File: src/rtl/alu_operand_sequencer.sv
// Two-operand entry sequencer for a 6-bit signed display: a debounced button
// captures A, then B, then shows a registered ALU result with signed overflow.
module alu_operand_sequencer #(
  parameter int DEBOUNCE_CYCLES = 1000000,
  parameter int WIDTH           = 6
) (
  input  logic             clk_100MHz,
  input  logic             reset_n,
  input  logic [WIDTH-1:0] switches,
  input  logic [2:0]       op_sel,
  input  logic             btn_enter,
  output logic [WIDTH-1:0] value,
  output logic             overflow,
  output logic [1:0]       phase,
  output logic             result_valid
);

  localparam int                CNT_W   = (DEBOUNCE_CYCLES > 2) ? $clog2(DEBOUNCE_CYCLES) : 1;
  localparam logic [CNT_W-1:0]  CNT_MAX = CNT_W'(DEBOUNCE_CYCLES - 1);

  typedef enum logic [1:0] {
    LOAD_A      = 2'b00,
    LOAD_B      = 2'b01,
    SHOW_RESULT = 2'b10,
    ILLEGAL     = 2'b11
  } state_e;

  typedef enum logic [2:0] {
    OP_ADD = 3'b000,
    OP_SUB = 3'b001,
    OP_AND = 3'b010,
    OP_OR  = 3'b011,
    OP_XOR = 3'b100,
    OP_NEG = 3'b101,
    OP_SHL = 3'b110,
    OP_SAR = 3'b111
  } op_e;

  logic             sync1_q, sync2_q;
  logic [CNT_W-1:0] cnt_q;
  logic             stable_q, stable_prev_q;
  logic [1:0]       warm_q;
  logic             armed_q;
  logic             press_q;

  state_e           state_q;
  logic [WIDTH-1:0] a_q, b_q, result_q;
  logic             ovf_q, valid_q, live_q;

  logic [WIDTH-1:0] operand_b;
  logic [WIDTH-1:0] alu_result_d;
  logic             alu_ovf_d;

  // NOTE: every clocked process uses non-blocking assignments so all flops
  // sample pre-edge values and the order of statements does not matter.
  always_ff @(posedge clk_100MHz or negedge reset_n) begin
    if (!reset_n) begin
      sync1_q <= 1'b0;
      sync2_q <= 1'b0;
    end else begin
      sync1_q <= btn_enter;
      sync2_q <= sync1_q;
    end
  end

  // The stable level only moves after DEBOUNCE_CYCLES of continuous disagreement.
  always_ff @(posedge clk_100MHz or negedge reset_n) begin
    if (!reset_n) begin
      cnt_q    <= '0;
      stable_q <= 1'b0;
    end else if (sync2_q == stable_q) begin
      cnt_q <= '0;
    end else if (cnt_q == CNT_MAX) begin
      stable_q <= sync2_q;
      cnt_q    <= '0;
    end else begin
      cnt_q <= cnt_q + CNT_W'(1);
    end
  end

  // A button still held through reset must be seen released (once the
  // synchronizer holds real samples) before any rising edge counts as a press.
  always_ff @(posedge clk_100MHz or negedge reset_n) begin
    if (!reset_n) begin
      warm_q        <= 2'd0;
      armed_q       <= 1'b0;
      stable_prev_q <= 1'b0;
      press_q       <= 1'b0;
    end else begin
      if (warm_q != 2'd2) warm_q <= warm_q + 2'd1;
      if (warm_q == 2'd2 && !sync2_q) armed_q <= 1'b1;
      stable_prev_q <= stable_q;
      press_q       <= stable_q & ~stable_prev_q & armed_q;
    end
  end

  assign operand_b = (state_q == LOAD_B) ? switches : b_q;

  // NOTE: outputs get a default before the case so no path leaves them
  // unassigned, which would otherwise infer a latch.
  always_comb begin
    alu_result_d = '0;
    alu_ovf_d    = 1'b0;
    case (op_e'(op_sel))
      OP_ADD: begin
        alu_result_d = a_q + operand_b;
        alu_ovf_d    = (a_q[WIDTH-1] == operand_b[WIDTH-1]) &&
                       (alu_result_d[WIDTH-1] != a_q[WIDTH-1]);
      end
      OP_SUB: begin
        alu_result_d = a_q - operand_b;
        alu_ovf_d    = (a_q[WIDTH-1] != operand_b[WIDTH-1]) &&
                       (alu_result_d[WIDTH-1] != a_q[WIDTH-1]);
      end
      OP_AND: alu_result_d = a_q & operand_b;
      OP_OR:  alu_result_d = a_q | operand_b;
      OP_XOR: alu_result_d = a_q ^ operand_b;
      OP_NEG: begin
        alu_result_d = -a_q;
        alu_ovf_d    = (a_q == {1'b1, {(WIDTH-1){1'b0}}});
      end
      OP_SHL: begin
        alu_result_d = {a_q[WIDTH-2:0], 1'b0};
        alu_ovf_d    = a_q[WIDTH-1] ^ a_q[WIDTH-2];
      end
      OP_SAR: alu_result_d = {a_q[WIDTH-1], a_q[WIDTH-1:1]};
      default: ;
    endcase
  end

  always_ff @(posedge clk_100MHz or negedge reset_n) begin
    if (!reset_n) begin
      state_q  <= LOAD_A;
      a_q      <= '0;
      b_q      <= '0;
      result_q <= '0;
      ovf_q    <= 1'b0;
      valid_q  <= 1'b0;
      live_q   <= 1'b0;
    end else begin
      live_q <= 1'b1;
      case (state_q)
        LOAD_A: if (press_q) begin
          a_q     <= switches;
          state_q <= LOAD_B;
        end
        LOAD_B: if (press_q) begin
          b_q      <= switches;
          result_q <= alu_result_d;
          ovf_q    <= alu_ovf_d;
          valid_q  <= 1'b1;
          state_q  <= SHOW_RESULT;
        end
        SHOW_RESULT: if (press_q) begin
          valid_q <= 1'b0;
          ovf_q   <= 1'b0;
          state_q <= LOAD_A;
        end
        default: begin
          valid_q <= 1'b0;
          ovf_q   <= 1'b0;
          state_q <= LOAD_A;
        end
      endcase
    end
  end

  // Switch pass-through is held at zero until the first clock after reset.
  always_comb begin
    value = '0;
    case (state_q)
      LOAD_A, LOAD_B: value = live_q ? switches : '0;
      SHOW_RESULT:    value = result_q;
      default:        value = '0;
    endcase
  end

  assign phase        = state_q;
  assign overflow     = ovf_q;
  assign result_valid = valid_q;

endmodule

File: config.mk
export PLATFORM = sky130hd
export DESIGN_NAME = alu_operand_sequencer
export DESIGN_NICKNAME = d
export VERILOG_FILES = /design/src/rtl/alu_operand_sequencer.sv
export SDC_FILE = /design/constraint.sdc
export NUM_CORES = 1
export LEC_CHECK = 0
export BUFFER_PORTS_ARGS = -buffer_cell sky130_fd_sc_hd__clkbuf_2
export CORE_UTILIZATION = 40
export CTS_CLUSTER_SIZE = 14
export DETAILED_ROUTE_END_ITERATION = 6
export PLACE_DENSITY = 0.54
export SLEW_MARGIN = 20
export SYNTH_ARGS = -nofsm -noshare
export SYNTH_HDL_FRONTEND = slang
export SYNTH_SLANG_ARGS = --single-unit
File: constraint.sdc
create_clock -name clk_100MHz -period 3.3 [get_ports clk_100MHz]
set_input_delay 0.33 -clock clk_100MHz [delete_from_list [all_inputs] [get_ports clk_100MHz]]
set_output_delay 0.33 -clock clk_100MHz [all_outputs]
set_load 0.005 [all_outputs]
==> results by group, run 1 <==
Status
  – Status: complete, no violations

Clock tree
  – Post_cts resized: 0
  – Clock sink count: 51
  – CTS tree: yes
  – Skew-Pair Late Insertion Delay: approximately 0.3 ns
  – Post-CTS Setup Inserts: 0
  – Root Driver: clkbuf_8
  – Clk slew on worst S/H paths: 0.10 ns
  – H-tree depth: 2
  – Hold Buf Count CTS: 0
  – CTS Buf Count: 5
  – CTS Buffer Depth: 2

Placement
  – Placed Cells: just under 500
  – Placer Congestion: slightly below 0.9
  – Post-DP HPWL: 5680 microns
  – Port bufs: 21
  – Post-place instance area: ~3500 sq um

Synthesis
  – Mapped Cells: 379
  – Post-synthesis xor/xnor area fraction: 0.0837
  – Mux cell area share after synthesis: 0.0374
  – Synth cell count leaders: nand2_1 (65), dfrtp_1 (51), nor2_1 (37), inv_1 (22)
  – Distinct cells, synth: 57
  – Post-Syn Area per Cell: approximately 8.8 sq um
  – Synth area leader: dfrtp_1
  – Largest family of logic cells by synthesized area: simple AND/OR/NAND/NOR gates
  – Synth Area in Simple Gates: 0.212
  – Synth Warn #: 0
  – Post-synthesis cell area: 3350 sq um
  – Yosys reg bits: 51
  – Sequential area share after synthesis: 0.381
  – Post-synth EDFFs: 0
  – Cell with the most instances after synthesis: nand2_1
  – Adder-Cell Fraction of Synth Area: 0.0905
  – Most used flip-flop cell after synthesis: dfrtp_1
  – Syn Nets: 414
  – Top-area cell type share of the netlist area: 0.381
  – Compound-cell area share of the yosys netlist: 0.144
  – Ys async rst share: 1.00
  – Synth top area cells: dfrtp_1 (38%), ha_1 (7.9%), nand2_1 (7.3%), xnor2_1 (4.7%), nor2_1 (4.1%)

Finish
  – Fillers: 795
  – Layout cells sized above 1: 0.0944
  – Number of diodes: 0
  – Nets@finish: roughly 430
  – Layout area overhead: 8.00%
  – Finished Layout Cells: 494
  – Post-route cell area: roughly 3600 sq um

Power and ir drop
  – Int Pwr: 0.880 mW
  – Total power: 1.15 mW
  – Sw frac: 0.235
  – Max VDD drop: 0.000178 V
  – Net switching power: about 0.27 mW
  – Seq pwr share: 0.551
  – Combinational power share: 0.074
  – Power density cells: 318 nW/um^2
  – LEAKAGE: 1.66 nW
  – Clock power frac: 0.375

Route
  – # DRC: 0
  – Routed wire length: 7570 microns
  – Routed Antenna Nets: 0
  – DRT Pass-1 Iters: 4
  – Initial drt markers: between 100 and 150
  – DR vias: 2657
  – Vias per cell: 5.38
  – WL per Instance: between 15 and 20 microns

Timing
  – F_max: 348 MHz
  – # setup viols final: 0
  – RSZ-0062 raised after global routing: false
  – Fin Setup TNS: 0 ns
  – Layout Skew: 0.0131 ns
  – Fin crit period: 2.87 ns
  – Final Max Slew Viols: 0
  – Tcrit/Tclk final: 0.871
  – Max_slew headroom: 0.456
  – Final hold vios: 0
  – Slew @ Worst Pin: 0.816 ns

Worst setup path
  – Arrival time worst endpoint: 3.08 ns
  – Slowest-stage cell, CP: dfrtp_1
  – Critical Path RT: 3.51 ns
  – Worst Setup End Kind: flop
  – Crit Path Max Fanout: 12
  – Cell Chain, Critical Path: and2b_1 > nand2_1 > nand2_1 > inv_1 > ha_1 > o21bai_1 > a221o_2 > a2bb2oi_4 > xor2_1 > a21oi_1 > o311ai_1
  – Crit start category: flop
  – Worst setup path category: reg -> reg
  – Largest stage delay, worst path: 0.50 ns
  – Most common cell on crit path: nand2_1

Job
  – Max-Cap Viols: 0

Die
  – Full die area: 8740 sq um
  – Core Area: 7930 sq um
  – Initial core utilization: 0.422
  – Die Span Y: 93.5 microns
  – Std-Cell Rows: 32
  – # IOs: 22
  – Die X: between 90 and 100 microns

Global route
  – Largest net degree at the start of global routing: 35
  – Number of global-route vias before repair: between 2k and 3k
  – First-pass GRT wire length: 12900 microns
  – Initial antenna violation count: 0
  – Grt ovf: 0
  – GRT Total Usage: 0.188

Hold path
  – HP Class: in -> async
[cell usage in the layout, fill, tap and decap left out, types with 2 or more instances in the layout]
cell type	n
nand3_1	16
nor2b_1	4
nor2_1	37
xnor2_1	18
a31oi_1	3
and3_1	3
clkbuf_8	5
fa_1	2
o21a_1	2
ha_1	21
a22o_1	6
nand2b_1	4
nand3b_1	3
buf_4	2
nor4_1	2
clkbuf_2	21
xor2_1	14
nand2_1	65
a211oi_1	5
inv_1	22
mux2i_1	5
a21oi_1	14
nor3b_1	3
nor3_1	4
dfrtp_1	51
o31ai_1	3
o21bai_1	4
nand4_1	2
and2b_1	2
o21ai_0	21
[final cells by class]
cell class / instances / area [sq um] / area share
clock inverters: 2 / 37.5 / 0.0104
multi-input cells: 289 / 1900 / 0.526
repair buffers: 23 / 120 / 0.0332
clock buffers: 5 / 68.8 / 0.0190
inverters: 22 / 82.6 / 0.0228
flip-flops and latches: 51 / 1280 / 0.353
well taps: 102 / 128 / 0.0353
[routing by layer]
layer,routed length (microns),up-vias,GRT usage
li1,-,1311,-
met1,4030,1275,0.294
met2,3160,63,0.273
met3,287,8,0.0301
met4,87,0,0.0346
met5,0,-,0
[sequential cells by signal, indices dropped and copies added (netlist names), 2 cells and up]
| name | count |
|---|---|
| a_q | 6 |
| b_q | 6 |
| cnt_q | 20 |
| phase | 2 |
| result_q | 6 |
| warm_q | 2 |
[power by group through the flow]
stage	combinational [mW]	sequential [mW]	clock [mW]
5_1_grt	0.0959	0.635	0.467
3_3_place_gp	0.0858	0.646	0
4_1_cts	0.0864	0.634	0.446
6_report	0.0853	0.634	0.432
2_1_floorplan	0.0483	0.645	0
3_5_place_dp	0.0861	0.646	0
[per-stage QoR]
| step | utilization | hold WS (ns) | setup WS, ns |
|---|---|---|---|
| detailed placement | 0.443 | 0.339 | 0.461 |
| global placement | 0.443 | 0.335 | 0.532 |
| CTS | 0.456 | 0.121 | 0.441 |
| floorplan | - | 0.0344 | 0.662 |
| finish | 0.456 | 0.0958 | 0.426 |
| global route | 0.456 | 0.117 | 0.173 |
[kinds of logic (layout without fill, tap and decap cells)]
family / Yosys count / count (layout)
AO/OA/AOI/OAI: 71 / 71
XOR/XNOR: 32 / 32
adder cells (fa/ha/maj): 23 / 23
buffers and inverters: 39 / 52
flip-flops: 51 / 51
multiplexers: 9 / 9
other: 1 / 1
AND/OR/NAND/NOR: 153 / 153
[critical path, delay by kind of cell (launching register included)]
| kind | cells | cell delay (ns) |
|---|---|---|
| AOI/OAI and AO/OA | 5 | 1.01 |
| xor gates and xnor gates | 1 | 0.21 |
| adders and majority gates | 1 | 0.34 |
| buffers and inverters | 1 | 0.10 |
| DFF | 1 | 0.50 |
| and+or+nand+nor | 3 | 0.62 |
[final timing paths]
| check | start | end | slack (ns) | cells past startpoint |
|---|---|---|---|---|
| worst max-delay path | phase[1] | overflow | 0.43 | 11 |
| min in group clk_100MHz | btn_enter | sync1_q | 0.14 | 1 |
| worst min register to register | sync1_q | sync2_q | 0.36 | 0 |
| worst max register to register | phase[1] | overflow | 0.43 | 11 |
| max in group asynchronous | reset_n | cnt_q[3] | 2.41 | 2 |
| worst min-delay path | reset_n | a_q[5] | 0.1 | 1 |
(Power assumes the default switching activity.)
==> run 2, diff against run 1 <==
==> constraint.sdc (replaced) <==
create_clock -name clk_100MHz -period 3.3 [get_ports clk_100MHz]
set_input_delay 0.165 -clock clk_100MHz [delete_from_list [all_inputs] [get_ports clk_100MHz]]
set_output_delay 0.165 -clock clk_100MHz [all_outputs]
set_load 0.005 [all_outputs]
==> results by group, run 2 (synthesized netlist as in run 1, its figures left out) <==
Worst setup path
  – Critical path startpoint: phase[1]
  – Crit Path Max Fanout: 12
  – R2R setup slack: 0.39 ns
  – Worst Setup End Kind: flop
  – Crit start category: flop
  – Worst reg2reg startpoint: phase[1]
  – Critical Path RT: 3.51 ns
  – R2r endpoint: overflow
  – Worst setup path category: reg -> reg
  – R2r worst-path depth: 11
  – Arrival time worst endpoint: 3.12 ns

Finish
  – Most flops, register: cnt_q
  – Most frequent cells in the layout: nand2_1 (65), dfrtp_1 (51), nor2_1 (37)
  – Commonest non-fill, non-tap cell in the layout: nand2_1
  – Number of diodes: 0
  – Fillers: 816
  – Nets@finish: approximately 430
  – Finished Layout Cells: 496
  – Layout area overhead: 8.07%
  – Max reg flops: 20
  – Layout cells sized above 1: 0.0964

Timing
  – WHS: -0.0469 ns
  – Fin Setup TNS: 0 ns
  – Fin crit period: 2.91 ns
  – Layout Skew: 0.00506 ns
  – Tcrit/Tclk final: 0.882
  – Final Max Slew Viols: 0
  – F_max: 344 MHz
  – # setup viols final: 0
  – Slew @ Worst Pin: 0.839 ns
  – Max_slew headroom: 0.441
  – Final hold vios: 36
  – RSZ-0062 raised after global routing: false
  – Final worst slack: 0.391 ns

Global route
  – Initial antenna violation count: 0
  – Number of global-route vias before repair: 2462
  – Grt ovf: 0
  – First-pass GRT wire length: around 13000 microns
  – GRT Total Usage: 0.188
  – Largest net degree at the start of global routing: 38

Die
  – Core Area: 7930 sq um
  – Initial core utilization: 0.422
  – # IOs: 22
  – Die X: 93.5 microns
  – Full die area: between 8000 and 9000 sq um
  – Std-Cell Rows: 32
  – Die Span Y: 93.5 microns

Job
  – Max-Cap Viols: 0

Route
  – DR vias: 2648
  – Routed wire length: ~7700 microns
  – WL per Instance: 15.6 microns
  – # DRC: 0
  – Vias per cell: about 5.3
  – DRT Pass-1 Iters: 4
  – Initial drt markers: 170
  – Routed Antenna Nets: 0

Hold path
  – HP Class: in -> async

Clock tree
  – Clock sink count: between 50 and 60
  – Clk slew on worst S/H paths: 0.10 ns
  – CTS Buf Count: 5
  – H-tree depth: 2
  – CTS tree: yes
  – Post-CTS Setup Inserts: 0
  – Skew-Pair Late Insertion Delay: roughly 0.3 ns
  – Root Driver: clkbuf_8
  – Post_cts resized: 0
  – CTS Buffer Depth: 2

Status
  – Failing checks: hold timing
  – Status: finished with violations

Power and ir drop
  – Max VDD drop: 0.000212 V
  – Total power: ~1.1 mW
  – LEAKAGE: roughly 1.7 nW
  – Power density cells: 307 nW/um^2

Placement
  – Placed Cells: 487
  – Port bufs: 21
  – Placer Congestion: 0.879
  – Post-DP HPWL: 5620 microns
  – Pre-CTS setup slack: approximately 0.43 ns
## run 2: cell count changes in the layout (fill, tap and decap cells not counted)
cell,change
bufinv_16,-1
clkinv_4,+1
dlygate4sd3_1,+1
clkbuf_2,-1
buf_2,+1
clkbuf_8,+1
## run 2: stage by stage
stage / util / hold slack (ns) / instance area, sq um
after floorplan: - / -0.131 / 3350
after global placement: 0.443 / 0.277 / 3510
after detailed placement: 0.443 / 0.275 / 3510
after CTS: 0.456 / 0.0235 / 3620
after global routing: 0.456 / 0.0304 / 3620
final: 0.456 / -0.0469 / 3620
## run 2: routing by layer
layer | up-vias | routed length (microns) | track usage
met5 | - | 0 | 0
met4 | 0 | 23 | 0.0282
met3 | 2 | 313 | 0.0341
met2 | 53 | 3250 | 0.272
met1 | 1279 | 4150 | 0.293
li1 | 1314 | - | -
## run 2: layout make-up
type                            instances  area, sq um  share of cell area
Multi-Input combinational cell        289         1900               0.526
Clock buffer                            6         82.6              0.0228
Sequential cell                        51         1280               0.353
Inverter                               22         82.6              0.0228
Clock inverter                          2         16.3             0.00450
Tap cell                              102          128              0.0353
Timing Repair Buffer                   24          130              0.0360
## run 2: critical path, cell delays in order (launching register included)
cell and delay [ns]:
dfrtp_1 0.50, and2b_1 0.41, nand2_1 0.09, nand2_1 0.13, inv_1 0.11, ha_1 0.35
o21bai_1 0.12, a221o_2 0.37, a2bb2oi_4 0.15, xor2_1 0.21, a21oi_1 0.10, o311ai_1 0.27
## run 2: power by group
part / switching, mW / internal, mW
Clock: 0.218 / 0.172
Combinational: 0.0567 / 0.0297
Sequential: 0.00436 / 0.629
Total: 0.279 / 0.831
## run 2: how the worst max path moves through the flow
stage,cells past startpoint,endpoint,slack [ns]
2_1_floorplan,13,overflow,0.66
3_3_place_gp,11,overflow,0.54
3_5_place_dp,11,overflow,0.43
4_1_cts,11,overflow,0.40
5_1_grt,11,overflow,0.20
6_report,11,overflow,0.39
## run 2: what timing repair did
item                                    4_1_cts  5_1_grt
endpoints found under the setup margin        0        0
hold buffers                                  1        0
hold endpoints to repair                      1        0
==> run 3, diff against run 2 <==
REMOVE_ABC_BUFFERS = 1   (was not set)
==> results by group, run 3 (synthesized netlist as in run 1, its figures left out) <==
Finish
  – Nets@finish: 430
  – Most flops, register: cnt_q
  – Finished Core Util: 0.460
  – Layout cells sized above 1: 0.0960
  – Number of diodes: 0
  – Finished Layout Cells: 498
  – Layout area overhead: 8.97%
  – Most frequent cells in the layout: nand2_1 (65), dfrtp_1 (51), nor2_1 (37)
  – Commonest non-fill, non-tap cell in the layout: nand2_1
  – Max reg flops: 20

Clock tree
  – Clk slew on worst S/H paths: 0.10 ns
  – CTS tree: yes
  – Post-CTS Setup Inserts: 0
  – CTS Buf Count: 5
  – H-tree depth: 2
  – Hold Buf Count CTS: 2
  – Post_cts resized: 0
  – Root Driver: clkbuf_8
  – Skew-Pair Late Insertion Delay: 0.31 ns
  – CTS Buffer Depth: 2
  – Clock sink count: 51

Die
  – Std-Cell Rows: 32
  – Core Area: roughly 7900 sq um
  – Die Span Y: 93.5 microns
  – Initial core utilization: 0.422
  – # IOs: 22
  – Full die area: 8740 sq um
  – Die X: 93.5 microns

Global route
  – Most Used Layer, Global Route: met2
  – Largest net degree at the start of global routing: 35
  – Grt met3 use: 0.0285
  – Initial antenna violation count: 0
  – First-pass GRT wire length: 13400 microns
  – Number of global-route vias before repair: 2573
  – M2 GR Usage: 0.322
  – GRT Total Usage: 0.200
  – Grt ovf: 0
  – Met1 Use GR: 0.280

Worst setup path
  – R2r worst-path depth: 11
  – Crit start category: flop
  – Critical Path RT: 3.50 ns
  – Crit Path Max Fanout: 12
  – R2R setup slack: around 0.48 ns
  – Worst Setup End Kind: flop
  – Worst setup path category: reg -> reg
  – R2r endpoint: overflow
  – Worst reg2reg startpoint: phase[1]
  – Arrival time worst endpoint: a little over 3 ns

Route
  – Vias per cell: 5.31
  – WL per Instance: 15.7 microns
  – # DRC: 0
  – Routed Antenna Nets: 0
  – Initial drt markers: 113
  – DR vias: between 2k and 3k
  – DRT Pass-1 Iters: 5
  – Routed wire length: 7820 microns

Hold path
  – Min-Delay Endpoint: b_q[0]
  – HP Class: in -> reg
  – Hold_sp: switches[0]
  – Hold Crit Depth: 3

Timing
  – # setup viols final: 0
  – Fin crit period: 2.82 ns
  – Final Max Slew Viols: 0
  – Fin Setup TNS: 0 ns
  – Slew @ Worst Pin: 0.884 ns
  – Tcrit/Tclk final: 0.854
  – WHS: 0.117 ns
  – Final worst slack: 0.480 ns
  – Layout Skew: 0.0176 ns
  – F_max: 355 MHz
  – Final hold vios: 0
  – RSZ-0062 raised after global routing: false
  – Max_slew headroom: 0.411

Placement
  – Port bufs: 21
  – Placed Cells: 488
  – Pre-CTS setup slack: 0.515 ns
  – Post-DP HPWL: 5770 microns
  – Placer Congestion: between 0.9 and 1

Job
  – Max-Cap Viols: 0

Power and ir drop
  – Power density cells: roughly 320 nW/um^2
  – Max VDD drop: 0.000173 V
  – LEAKAGE: 1.68 nW

Status
  – Status: complete, no violations
## run 3: cell count changes in the layout (fill, tap and decap cells not counted), sizes merged
cell	before	now
inv	22	23
dlygate4sd3	1	2
clkinvlp	1	0
clkbuf	26	27
bufinv	0	1
clkinv	1	0
## run 3: stage by stage
step / power (mW) / instance area (sq um)
final: 1.18 / 3650
after global routing: 1.23 / 3650
after CTS: 1.20 / 3650
after detailed placement: 0.732 / 3520
after global placement: 0.732 / 3520
after floorplan: 0.681 / 3260
## run 3: cell type report
class,instances,area [sq um]
Fill cell,781,4280
Clock inverter,2,38.8
Inverter,22,82.6
Multi-Input combinational cell,289,1900
Tap cell,102,128
Timing Repair Buffer,26,148
Sequential cell,51,1280
Clock buffer,6,72.6
## run 3: power by group
group	internal (mW)	total (mW)	switching [mW]
Clock	0.230	0.457	0.227
Combinational	0.0303	0.0868	0.0565
Sequential	0.629	0.634	0.00443
Total	0.889	1.18	0.288
## run 3: critical path: stages, from the launching register on
cell and delay (ns):
dfrtp_1 0.50, and2b_1 0.38, nand2_1 0.08, nand2_1 0.11, inv_1 0.10, ha_1 0.33, o21bai_1 0.10, a221o_2 0.37
a2bb2oi_4 0.15, xor2_1 0.20, a21oi_1 0.10, o311ai_1 0.28
## run 3: worst max path at each step
stage                     startpoint       end  slack [ns]  cells after the start
final                       phase[1]  overflow        0.48                     11
after global routing        phase[1]  overflow        0.23                     11
after CTS                   phase[1]  overflow        0.48                     11
after detailed placement    phase[1]  overflow        0.52                     11
after global placement      phase[1]  overflow        0.58                     11
after floorplan             phase[1]  overflow        0.76                     11
## run 3: per-layer routing
| layer | share of wire | routed length (microns) |
|---|---|---|
| met4 | 0.015 | 119 |
| met1 | 0.47 | 3680 |
| met5 | 0 | 0 |
| met3 | 0.054 | 421 |
| met2 | 0.46 | 3600 |
